==> config.mk <==
export PLATFORM = sky130hd
export DESIGN_NAME = alu_mul_sequencer
export DESIGN_NICKNAME = d
export VERILOG_FILES = /design/src/rtl/alu_pkg.sv /design/src/rtl/alu_mul_sequencer.sv
export SDC_FILE = /design/constraint.sdc
export NUM_CORES = 1
export LEC_CHECK = 0
export ABC_CLOCK_PERIOD_IN_PS = 2370
export CORE_MARGIN = 5
export CORE_UTILIZATION = 46
export DETAILED_ROUTE_END_ITERATION = 16
export PLACE_DENSITY = 0.79
export SLEW_MARGIN = 5
export SYNTH_ARGS = -nofsm -noshare
export SYNTH_HDL_FRONTEND = slang
export SYNTH_SLANG_ARGS = --single-unit
==> constraint.sdc <==
create_clock -name Clock -period 2.37 [get_ports Clock]
set_clock_uncertainty 0.15 [all_clocks]
set_input_delay 0.711 -clock Clock [delete_from_list [all_inputs] [get_ports Clock]]
set_output_delay 0.711 -clock Clock [all_outputs]
set_load 0.02 [all_outputs]
==> src/rtl/alu_pkg.sv <==
// alu_pkg: constants shared between the ALU and the multiply sequencer.
//   - 5-bit ALU function selects (bit 4 set means 32-bit width)
//   - ALU flag bit indices inside the {Z,C,N,O} flag vector
//   - multiply sequencer state encoding
package alu_pkg;

    localparam logic [4:0] PASS_A = 5'b10000;
    localparam logic [4:0] AND32  = 5'b10001;
    localparam logic [4:0] OR32   = 5'b10010;
    localparam logic [4:0] XOR32  = 5'b10011;
    localparam logic [4:0] ADD32  = 5'b10100;
    localparam logic [4:0] SUB32  = 5'b10101;
    localparam logic [4:0] LSL32  = 5'b11011;
    localparam logic [4:0] LSR32  = 5'b11100;

    localparam int unsigned FLAG_Z = 3;
    localparam int unsigned FLAG_C = 2;
    localparam int unsigned FLAG_N = 1;
    localparam int unsigned FLAG_O = 0;

    typedef enum logic [2:0] {
        StIdle,
        StAdd,
        StShift,
        StFlag,
        StDone
    } seq_state_e;

endpackage

==> src/rtl/alu_mul_sequencer.sv <==
// alu_mul_sequencer: 16x16 unsigned shift-and-add multiplier that borrows an
// external ALU for every add, shift and the final zero-flag evaluation.
// Ports:
//   Clock, Reset         : clock, synchronous active-high reset
//   Start, OpA, OpB      : multiply request and unsigned operands (sampled in IDLE)
//   Busy, Done           : not-idle indicator, one-cycle completion pulse
//   Product, ProductZero : registered result and its zero flag (held until next DONE)
//   AluA, AluB, AluFunSel, AluWF : drive to the shared ALU
//   AluOut, AluFlags     : combinational result / registered flags from the ALU
module alu_mul_sequencer
    import alu_pkg::*;
(
    input  logic        Clock,
    input  logic        Reset,
    input  logic        Start,
    input  logic [15:0] OpA,
    input  logic [15:0] OpB,
    output logic        Busy,
    output logic        Done,
    output logic [31:0] Product,
    output logic        ProductZero,
    output logic [31:0] AluA,
    output logic [31:0] AluB,
    output logic [4:0]  AluFunSel,
    output logic        AluWF,
    input  logic [31:0] AluOut,
    input  logic [3:0]  AluFlags
);

    seq_state_e  state_q;
    logic [31:0] m_q;
    logic [15:0] q_q;
    logic [31:0] p_q;
    logic [3:0]  cnt_q;
    logic [31:0] product_q;
    logic        product_zero_q;

    // Only Z is consumed; the other flag bits belong to other ALU users.
    logic [2:0]  flags_unused;
    assign flags_unused = AluFlags[2:0];

    always_ff @(posedge Clock) begin
        if (Reset) begin
            state_q        <= StIdle;
            m_q            <= 32'h0;
            q_q            <= 16'h0;
            p_q            <= 32'h0;
            cnt_q          <= 4'h0;
            product_q      <= 32'h0;
            product_zero_q <= 1'b0;
        end else begin
            unique case (state_q)
                StIdle: begin
                    if (Start) begin
                        m_q     <= {16'h0, OpA};
                        q_q     <= OpB;
                        p_q     <= 32'h0;
                        cnt_q   <= 4'h0;
                        state_q <= StAdd;
                    end
                end
                StAdd: begin
                    p_q     <= AluOut;
                    state_q <= StShift;
                end
                StShift: begin
                    // Bit shifted out of M is dropped; 16 fixed iterations, no early exit.
                    m_q     <= AluOut;
                    q_q     <= q_q >> 1;
                    cnt_q   <= cnt_q + 4'd1;
                    state_q <= (cnt_q == 4'd15) ? StFlag : StAdd;
                end
                StFlag: begin
                    state_q <= StDone;
                end
                StDone: begin
                    // Flags were written by the ALU at the end of FLAG, so Z is valid here.
                    product_q      <= p_q;
                    product_zero_q <= AluFlags[FLAG_Z];
                    state_q        <= StIdle;
                end
                default: state_q <= StIdle;
            endcase
        end
    end

    always_comb begin
        AluFunSel = PASS_A;
        AluA      = 32'h0;
        AluB      = 32'h0;
        AluWF     = 1'b0;
        unique case (state_q)
            StAdd: begin
                AluFunSel = ADD32;
                AluA      = p_q;
                AluB      = q_q[0] ? m_q : 32'h0;
            end
            StShift: begin
                AluFunSel = LSL32;
                AluA      = m_q;
            end
            StFlag: begin
                AluFunSel = PASS_A;
                AluA      = p_q;
                AluWF     = 1'b1;
            end
            default: begin
                AluFunSel = PASS_A;
            end
        endcase
    end

    assign Busy        = (state_q != StIdle);
    assign Done        = (state_q == StDone);
    assign Product     = product_q;
    assign ProductZero = product_zero_q;

endmodule

# [Word level (Yosys, flattened, before mapping)]
# Index checks and enable logic that the tools add are counted.
[classes] n_mux=16 n_addsub=1 eq_ne=6 reduce_logical=7
[op_table] op="$pmux 32 s2" n=3
[op_table] op="$mux 32" n=4
[op_table] op="$pmux 16 s2" n=1
[op_table] op="$mux 16" n=1
[op_table] op="$pmux 4 s2" n=2
[op_table] op="$pmux 3 s4" n=1
[op_table] op="$eq 3x2->1 const B" n=2
[op_table] op="$add 4x1->4 const B" n=1
[op_table] op="$eq 4x4->1 const B" n=1
[op_table] op="$mux 4" n=1
[op_table] op="$reduce_and 2->1" n=2
[op_table] op="$reduce_bool 2->1" n=2
[op_table] op="$eq 3x1->1 const B" n=1
[op_table] op="$eq 3x3->1 const B" n=1
[op_table] op="$logic_not 3->1" n=1
[op_table] op="$mux 3" n=1
[op_table] op="$reduce_bool 3->1" n=1
[op_table] op="$mux 2" n=1
[op_table] op="$ne 2x2->1 const B" n=1
[op_table] op="$reduce_or 2->1" n=1
[op_table] op="$mux 1" n=1
[word_totals] elab_cells=37 output_inout_bits=105 inputBits=71 reg_bits=120

# [Depth between registers and ports, before layout]
# Gate-level depths: netlist (run 1).
[logic_depth] word_depth=3 depth_mapped=7 mapped_depth_nobuf=4

# [Worst setup path after synthesis (run 1)]
# No wires, ideal clock.
[synth_timing] path_kind="register to output" from="reg state_q[2]" to="out AluB[10]" t_arrival_ps=1366 path_buffers=2 stages_incl_launch_ff=6 path_slack_ps=143 path_cell_list="dfxtp_1 > buf_6 > or2_0 > nor2_1 > clkbuf_1 > and2_1"
[synth_via] elab_chain_cells=2
[synth_lines] element="from (decl)" line_no="alu_mul_sequencer.sv:30" rtl="seq_state_e state_q;"
[synth_lines] element="from (signal assigned)" line_no="alu_mul_sequencer.sv:44" rtl="state_q <= StIdle;"
[synth_lines] element="from (signal assigned)" line_no="alu_mul_sequencer.sv:59" rtl="state_q <= StAdd;"
[synth_lines] element="from (signal assigned)" line_no="alu_mul_sequencer.sv:64" rtl="state_q <= StShift;"
[synth_lines] element="$eq 3x1->1" line_no="alu_mul_sequencer.sv:92" rtl="unique case (state_q)"
[synth_lines] element="$mux 32" line_no="alu_mul_sequencer.sv:92"
[synth_lines] element="to (decl)" line_no="alu_mul_sequencer.sv:23" rtl="output logic [31:0] AluB,"
# Every way passes these cells.

# [Final worst setup path (run 1)]
[layout_timing] from="reg state_q[0]" to="out AluA[31]"
[layout_via] elab_chain_cells=3
[layout_lines] element="$eq 3x1->1 or $eq 3x2->1 (tied branches)" line_no="alu_mul_sequencer.sv:92"
[layout_lines] element="$reduce_or 2->1 (no line)"
[layout_lines] element="$pmux 32 s2 (*)" line_no="alu_mul_sequencer.sv:92"
[layout_lines] element="to (decl)" line_no="alu_mul_sequencer.sv:22" rtl="output logic [31:0] AluA,"
# Every way passes the cells marked *; elsewhere a longest branch is shown, timed or not.

==> impl_metrics.csv, run 1 <==
group,metric,value,unit
run_status,status,"finished with violations",
run_status,violations,"negative setup slack",
route,final_antenna_net_count,0,
worst_setup_path,critPathKind,"flop to output port",
sta,slew_headroom,59.3,%
clocking,cts_buffer_depth,2,
grt,grt_overflow,0,
route,drc,0,
pwr,switching_share,24.8,%
sta,min_period_over_period,109,%
logic_synthesis,synth_top_family_by_area,"compound AO/OA/AOI/OAI gates",
clocking,cts_buffers,17,
pwr,power.total,5.46,mW
pwr,power_density,663,nW/um^2
route,routedWlPerCell,19.5,um
logic_synthesis,synth_top_area_share,45.4,%
clocking,root_buffer,"clkbuf_16",
logic_synthesis,synth_area,5300,um^2
clocking,ctsHoldBuffers,0,
pwr,pwr-share-clk,45.3,%
worst_setup_path,crit_path_start_kind,"flop",
run,cap_violations,0,
clocking,htree_levels,4,
logic_synthesis,post_synth.cell_area_avg,8.47,um^2
sta,finalSetupViolations,69,
placement,hpwl,11.6,mm
logic_synthesis,synth_warnings,0,
worst_setup_path,crit_buf_inv,4,
logic_synthesis,syn-num-nets,697,
placement,post-place-ws,-302,ps
sta,hold_viol,0,
floorplanning,rows,39,
placement,dp.cells,907,
route,detail_route.wirelength,18.7,mm
pwr,p_sw,1.35,mW
final_layout,final_util,72.5,%
route,dr.pass1.iters,6,
floorplanning,fp.dieW,117,um
floorplanning,core_area,11400,um^2
sta,worst_pin_slew,611,ps
final_layout,num-nets-final,877,
floorplanning,die_area,13800,um^2
route,vias_per_cell,5.81,
worst_setup_path,crit_slowest_cell,"dfxtp_4",
worst_setup_path,critPathMaxStageDelay,360,ps
floorplanning,io_pins,176,
logic_synthesis,synth_xor_area_share,0,%
sta,rsz0062_at_grt,"yes",
worst_setup_path,worstPathArrival,1730,ps
logic_synthesis,yosys-mux-area-fraction,5.86,%
grt,grt_max_degree,51,
sta,setup_slack,-220,ps
pwr,p_leak,3.09,nW
final_layout,areaGrowthSynthToFinish,55.7,%
worst_setup_path,worstPathCellList,"nor3b_4, buf_6, buf_6, buf_12, a22o_1, buf_6",
route,vias,5584,
grt,antenna_found_initial,1,
floorplanning,initial_core_util,46.6,%
clocking,cts_tree,"built",
grt,track_usage,26.1,%
worst_setup_path,worst_setup_path_end_kind,"output port",
final_layout,mostFrequentLayoutCell,"dfxtp_1",
sta,max_freq,386,MHz
logic_synthesis,synth_cell_types,36,
clocking,clock_sinks,120,
placement,port_buffers,171,
worst_setup_path,cp_top_family,"buffers and inverters",
logic_synthesis,synth_cells,625,
final_layout,final_cell_mix,"dfxtp_1, nand2_1, a21oi_1",
worst_setup_path,cpMostUsedCell,"buf_6",
grt,grt_pass1_wl,29.6,mm
placement,gp_congestion,0.908,
grt,grt_pass1_vias,5708,
clocking,clock_latency,410,ps
logic_synthesis,synthTopCellsByArea,"dfxtp_1, a21oi_1, nand2_1",
pwr,p_comb_share,14.5,%
logic_synthesis,synth_adder_area_share,0.236,%
hold_path,worst_hold_path_type,"flop to flop",
sta,slew_violations,0,
logic_synthesis,synth-simple-area-share,14.9,%
worst_setup_path,required,1510,ps
pwr,vdd_ir_drop_max,445,uV
final_layout,instances_no_fill,961,
sta,layout_min_cycle_time,2590,ps
pwr,intPower,4.11,mW
floorplanning,die_y,117,um
final_layout,nFillCells,789,
pwr,seq_power_share,40.2,%
final_layout,final_layout_size_suffix_gt1_share,26.3,%
clocking,clkTransAtPathRegs,50,ps
logic_synthesis,yosysSeqAreaShare,45.4,%
logic_synthesis,synth-compound-area-share,26.8,%
route,drt-initial-drc-count,616,
logic_synthesis,synth-seq-cells,120,
worst_setup_path,worstPathMaxFanout,6,
logic_synthesis,synth_top_area_cell,"dfxtp_1",
[state kept, by name, indices dropped and copies added, names as in the netlist]
register     cells
Product         32
ProductZero      1
cnt_q            4
m_q             32
p_q             32
q_q             16
state_q          3
[Yosys cell counts (all sizes together)]
library cell	instances
a211oi	32
a21oi	115
a22o	32
a311oi	1
a31oi	1
a41oi	1
and2	33
buf	32
clkbuf	33
clkinv	1
conb	1
dfxtp	120
ha	1
mux2i	31
nand2	116
nand2b	1
nand3	2
nand4b	1
nor2	8
nor2b	2
nor3	1
nor3b	2
o21ai	51
or2	3
or3	2
or3b	2
[worst min-delay path, cell delays in order, from the launching register on]
cell     delay, ps
dfxtp_1        300
nand2_1         50
a21oi_1         50
[what timing repair did]
action / 4_1_cts / 5_1_grt
resized for setup: 468 / 31
pin swaps: 33 / 17
setup buffers: 15 / 3
cloned: 4 / 3
setup endpoints to repair: 71 / 70
[final cells by class]
type                            count  area [um^2]  area share (%)
Inverter                            1         8.76           0.106
Tap cell                          143          179            2.17
Timing Repair Buffer              226         2400            29.1
Clock inverter                      8         96.3            1.17
Antenna cell                        1         2.50          0.0303
Clock buffer                       23          478            5.80
Multi-Input combinational cell    439         2670            32.4
Sequential cell                   120         2410            29.2
[power groups by stage]
stage | clock network, mW | registers (mW) | logic (mW)
5_1_grt | 2.61 | 2.20 | 0.844
3_3_place_gp | 0 | 2.22 | 0.683
4_1_cts | 2.50 | 2.19 | 0.762
6_report | 2.48 | 2.20 | 0.791
2_1_floorplan | 0 | 2.20 | 0.387
3_5_place_dp | 0 | 2.23 | 0.698
[metal layers]
metal  up-vias  share of wire [%]  track usage [%]  wire [um]
met5         -                  0                0          0
met4         0                3.6             12.9        670
met3        51                8.3             8.23       1560
met2       311                 49             43.4       9090
met1      2662                 40             30.2       7410
li1       2560                  -                -          -
[metrics by stage]
stage / hold slack (ps) / cell area, um^2 / TNS (ps)
6_report: 307 / 8250 / -9210
3_5_place_dp: 298 / 7160 / -16770
4_1_cts: 305 / 8150 / -8020
2_1_floorplan: 291 / 5300 / 0
3_3_place_gp: 292 / 7160 / -16390
5_1_grt: 330 / 8250 / -12500
[path summary, 6_finish.rpt]
kind,depth (start not counted),slack [ps],start,end
max,6,-220,state_q[0],AluA[31]
max reg2reg,5,270,state_q[1],m_q[11]
min reg2reg,2,310,Product[11],Product[11]
min,2,310,Product[11],Product[11]
[cells by family after synthesis]
family,after synthesis
multiplexers,31
flip-flops,120
other,1
buffers and inverters,66
AO/OA/AOI/OAI,233
AND/OR/NAND/NOR,173
adder cells (fa/ha/maj),1
No activity file was read; power rests on OpenSTA's default activity.
==> run 2: changes to the inputs <==
- REMOVE_ABC_BUFFERS: not set -> 1
- SLEW_MARGIN: 5 -> not set
==> run 2 against run 1 <==
The run still ends with negative setup slack left. Total power rose by 2.4%. Die area unchanged. Critical path depth did not move. Core utilization down 0.92 points. Sequential share of layout area grew 0.38 points. Largest cell class unchanged. Largest power group unchanged.
==> impl_metrics.csv, run 2 (synthesized netlist as in run 1, its figures left out) <==
group,metric,value,unit
run_status,status,"finished with violations",
run_status,violations,"negative setup slack",
sta,max_freq,396,MHz
sta,slew_headroom,54.7,%
floorplanning,core_area,11400,um^2
placement,place_area,7170,um^2
worst_setup_path,worstPathCellList,"or2_4, nor2_4, buf_12, buf_6, and2_4, buf_6",
clocking,clkTransAtPathRegs,60,ps
run,cap_violations,0,
sta,rsz0062_at_grt,"yes",
clocking,clock_sinks,120,
hold_path,worst_hold_path_type,"flop to flop",
clocking,cts_tree,"built",
clocking,htree_levels,4,
sta,layout_min_cycle_time,2520,ps
worst_setup_path,crit_buf_inv,3,
route,vias,5476,
worst_setup_path,cp_top_family,"simple AND/OR/NAND/NOR gates",
clocking,root_buffer,"clkbuf_16",
final_layout,mostFrequentLayoutCell,"dfxtp_1",
pwr,vdd_ir_drop_max,645,uV
worst_setup_path,worstPathMaxFanout,6,
clocking,clock_latency,400,ps
worst_setup_path,worstPathArrival,1660,ps
pwr,p_leak,3.03,nW
worst_setup_path,crit_slowest_cell,"dfxtp_2",
worst_setup_path,reg2reg_depth,5,
sta,worst_pin_slew,680,ps
hold_path,hold_depth,2,
floorplanning,io_pins,176,
worst_setup_path,worst_setup_path_end_kind,"output port",
grt,grt_overflow,0,
grt,antenna_found_initial,0,
grt,grt_max_degree,50,
worst_setup_path,cpMostUsedCell,"buf_6",
placement,port_buffers,171,
worst_setup_path,crit_path_start_kind,"flop",
sta,slew_violations,0,
floorplanning,fp.dieW,117,um
grt,grt_pass1_wl,28.7,mm
route,dr.pass1.iters,6,
clocking,cts_buffer_depth,2,
placement,gp_congestion,0.800,
final_layout,fin_area,8140,um^2
grt,track_usage,25.2,%
clocking,cts_buffers,17,
final_layout,num-nets-final,871,
worst_setup_path,critPathMaxStageDelay,340,ps
placement,hpwl,11.1,mm
floorplanning,die_y,117,um
route,vias_per_cell,5.73,
worst_setup_path,critPathKind,"flop to output port",
final_layout,final_cell_mix,"dfxtp_1, nand2_1, a21oi_1",
floorplanning,die_area,13800,um^2
pwr,power_density,687,nW/um^2
worst_setup_path,critical_path_depth,6,
final_layout,final_layout_size_suffix_gt1_share,25.6,%
route,routedWlPerCell,18.8,um
grt,grt_pass1_vias,5552,
floorplanning,rows,39,
sta,finalSetupViolations,69,
worst_setup_path,required,1510,ps
sta,hold_viol,0,
sta,setup_slack,-153,ps
route,drc,0,
final_layout,areaGrowthSynthToFinish,53.7,%
sta,min_period_over_period,106,%
final_layout,final_util,71.6,%
floorplanning,initial_core_util,46.6,%
final_layout,diodes,0,
route,detail_route.wirelength,18.0,mm
route,drt-initial-drc-count,535,
route,final_antenna_net_count,0,
-- run 2: changes by cell type in the layout (fill, tap and decap cells not counted), sizes merged --
cell / delta
buf: -5
bufinv: +1
clkbuf: -6
clkinvlp: +3
diode: -1
inv: +2
-- run 2: worst paths after layout --
check | from | end | slack [ps]
setup / recovery | state_q[1] | AluB[29] | -150
hold / removal | Product[21] | Product[21] | 310
setup reg to reg | state_q[1] | q_q[7] | 160
hold reg to reg | Product[21] | Product[21] | 310
-- run 2: stage by stage --
step                      setup slack, ps  power [mW]  hold slack (ps)  TNS [ps]  instances
after floorplan                     -2820        2.52              285   -246540        560
after global placement               -189        2.90              293     -9380        910
after detailed placement             -272        2.92              296    -12320        910
after CTS                            -124        5.59              304     -6270        955
after global routing                 -203        5.79              324    -12000        955
final                                -153        5.60              306     -8320        955
-- run 2: layer usage --
layer	track usage [%]	wire, um
met2	42.9	8980
met1	30.2	7120
met5	0	0
met3	6.64	1520
met4	9.86	376
-- run 2: layout make-up --
type / count / area (um^2)
Clock buffer: 18 / 429
Multi-Input combinational cell: 439 / 2660
Inverter: 1 / 8.76
Tap cell: 143 / 179
Sequential cell: 120 / 2410
Clock inverter: 14 / 174
Fill cell: 823 / 3230
Timing Repair Buffer: 220 / 2280
-- run 2: what timing repair did --
item                                    4_1_cts  5_1_grt
resized for setup                           450       13
gates cloned                                  6        1
buffers inserted                              7        0
hold buffers                                  0        0
endpoints found under the setup margin       70       69
pin swaps                                    14        6
-- run 2: tightest hold or removal path: cells and delay by family (launching register included) --
family	cells	cell delay, ps
DFF	1	310
and+or+nand+nor	1	50
AOI/OAI and AO/OA	1	50
-- run 2: power breakdown --
part	internal [mW]	switching, mW
logic	0.367	0.414
clock network	1.66	0.964
registers	2.12	0.0738
total	4.14	1.45
==> run 3: changes to the inputs <==
- CELL_PAD_IN_SITES_DETAIL_PLACEMENT: not set -> 1
- CELL_PAD_IN_SITES_GLOBAL_PLACEMENT: not set -> 1
- CORE_UTILIZATION: 46 -> 33
==> run 3 against run 2 <==
Critical endpoint is now AluB[14]. Largest power group unchanged. Final cell count rose by 7.9%. Via count did not move. The run still ends with negative setup slack left. Worst setup slack got worse by 17 ps. Highest routed layer unchanged. Non-clock buffer count rose by 2. Die area rose by 36%. Hold slack got worse by 0.79 ps. Register-to-register slack improved by 50 ps. Fmax fell by 0.68%. Flip-flop and latch count did not move.
==> impl_metrics.csv, run 3 (synthesized netlist as in run 1, its figures left out) <==
group,metric,value,unit
run_status,status,"finished with violations",
run_status,violations,"negative setup slack",
placement,hpwl,13.0,mm
sta,finalSetupViolations,68,
route,drt-initial-drc-count,291,
worst_setup_path,critPathKind,"flop to output port",
run,cap_violations,0,
worst_setup_path,startpoint,"state_q[2]",
final_layout,num-nets-final,874,
sta,slew_headroom,53.8,%
worst_setup_path,reg2reg_depth,5,
pwr,pwr-share-clk,43.9,%
pwr,intPower,4.00,mW
pwr,seq_power_share,40.6,%
clocking,cts_tree,"built",
worst_setup_path,critPathMaxStageDelay,360,ps
floorplanning,rows,46,
worst_setup_path,worst_setup_path_end_kind,"output port",
pwr,switching_share,25.9,%
placement,dp.cells,983,
route,drc,0,
clocking,clock_sinks,120,
floorplanning,die_y,137,um
worst_setup_path,worstPathMaxFanout,6,
clocking,htree_levels,4,
route,vias_per_cell,5.32,
pwr,vdd_ir_drop_max,497,uV
sta,min_period_over_period,107,%
worst_setup_path,required,1510,ps
worst_setup_path,worstPathCellList,"or2_4, nor2_4, buf_12, buf_8, and2_4, buf_6",
pwr,p_comb_share,15.5,%
sta,hold_viol,0,
worst_setup_path,worst_r2r_endpoint,"q_q[8]",
placement,place_area,7290,um^2
clocking,clkTransAtPathRegs,50,ps
final_layout,areaGrowthSynthToFinish,57.7,%
sta,fin_setup_tns,-8600,ps
pwr,p_sw,1.40,mW
floorplanning,io_pins,176,
worst_setup_path,reg2reg_from,"state_q[1]",
sta,slew_violations,0,
grt,grt_overflow,0,
placement,port_buffers,171,
final_layout,mostFrequentLayoutCell,"dfxtp_1",
worst_setup_path,r2r_slack,210,ps
sta,layout_min_cycle_time,2540,ps
clocking,cts_buffer_depth,2,
clocking,ctsHoldBuffers,0,
floorplanning,fp.dieW,137,um
grt,antenna_found_initial,0,
pwr,power.total,5.40,mW
placement,gp_congestion,0.818,
worst_setup_path,crit_slowest_cell,"dfxtp_4",
grt,grt_pass1_wl,33.1,mm
grt,grt_pass1_vias,6099,
floorplanning,initial_core_util,33.5,%
route,detail_route.wirelength,21.1,mm
final_layout,diodes,0,
clocking,cts_buffers,17,
grt,grt_max_degree,58,
pwr,p_leak,3.08,nW
grt,track_usage,22.9,%
final_layout,instances_no_fill,1030,
pwr,power_density,647,nW/um^2
final_layout,fin_area,8350,um^2
clocking,clock_latency,410,ps
final_layout,final_cell_mix,"dfxtp_1, nand2_1, a21oi_1",
worst_setup_path,crit_path_start_kind,"flop",
hold_path,worst_hold_path_type,"flop to flop",
route,final_antenna_net_count,0,
final_layout,final_layout_size_suffix_gt1_share,25.9,%
sta,setup_slack,-170,ps
sta,max_freq,394,MHz
floorplanning,core_area,15800,um^2
worst_setup_path,crit_end,"AluB[14]",
route,routedWlPerCell,20.5,um
route,dr.pass1.iters,4,
sta,worst_pin_slew,692,ps
sta,holdWs,305,ps
worst_setup_path,worstPathArrival,1680,ps
route,vias,5476,
final_layout,nFillCells,1776,
floorplanning,die_area,18700,um^2
clocking,root_buffer,"clkbuf_16",
sta,rsz0062_at_grt,"yes",
## run 3: changes by cell type in the layout (fill, tap and decap cells not counted), moves of 2 or more
cell        change
a22o_1          -3
a22o_4          +3
buf_12          +3
buf_16          +2
buf_4          -14
buf_6          +12
bufinv_16       -3
clkbuf_1        +5
clkbuf_8        +6
clkinv_4        -3
clkinvlp_4      -4
inv_6           -2
nor2_4          +2
## run 3: worst min-delay path by stage
stage          slack (ps)   startpoint  cells after the start           to
2_1_floorplan         290       p_q[0]                      2   Product[0]
3_3_place_gp          300  ProductZero                      2  ProductZero
3_5_place_dp          300  Product[26]                      2  Product[26]
4_1_cts               310  Product[31]                      2  Product[31]
5_1_grt               320   Product[0]                      2   Product[0]
6_report              310  Product[31]                      2  Product[31]
## run 3: stage by stage
stage,utilization (%),setup WS [ps]
final,52.8,-170
after detailed placement,46.1,-257
after global routing,52.8,-213
after floorplan,-,-2820
after CTS,52.5,-161
after global placement,46.1,-230
## run 3: power groups by stage
stage / Sequential [mW] / Combinational (mW) / Clock [mW]
after CTS: 2.19 / 0.841 / 2.42
final: 2.19 / 0.835 / 2.37
after detailed placement: 2.23 / 0.728 / 0
after floorplan: 2.22 / 0.305 / 0
after global placement: 2.22 / 0.703 / 0
after global routing: 2.20 / 0.893 / 2.51
## run 3: what timing repair did
action	CTS	global route
cloned	8	0
pin swaps	24	7
resized for setup	475	19
setup endpoints to repair	72	71
setup buffers	9	1
## run 3: area by class of cell
cell class | count | area (um^2) | area share, %
inverters | 1 | 8.76 | 0.105
repair buffers | 222 | 2410 | 28.9
clock inverters | 2 | 10.0 | 0.120
well taps | 216 | 270 | 3.24
multi-input cells | 440 | 2710 | 32.4
clock buffers | 29 | 531 | 6.35
flip-flops and latches | 120 | 2410 | 28.9
## run 3: worst max-delay path, delay by kind of cell, from the launching register on
kind | cells | cell delay [ps]
AND/OR/NAND/NOR | 3 | 520
flip-flops | 1 | 360
buffers and inverters | 3 | 380
## run 3: layer usage
layer / part of all wire, % / GRT usage [%]
met1: 41 / 26.3
met2: 52 / 41.2
met3: 6.3 / 5.66
met4: 1.2 / 8.12
met5: 0 / 0
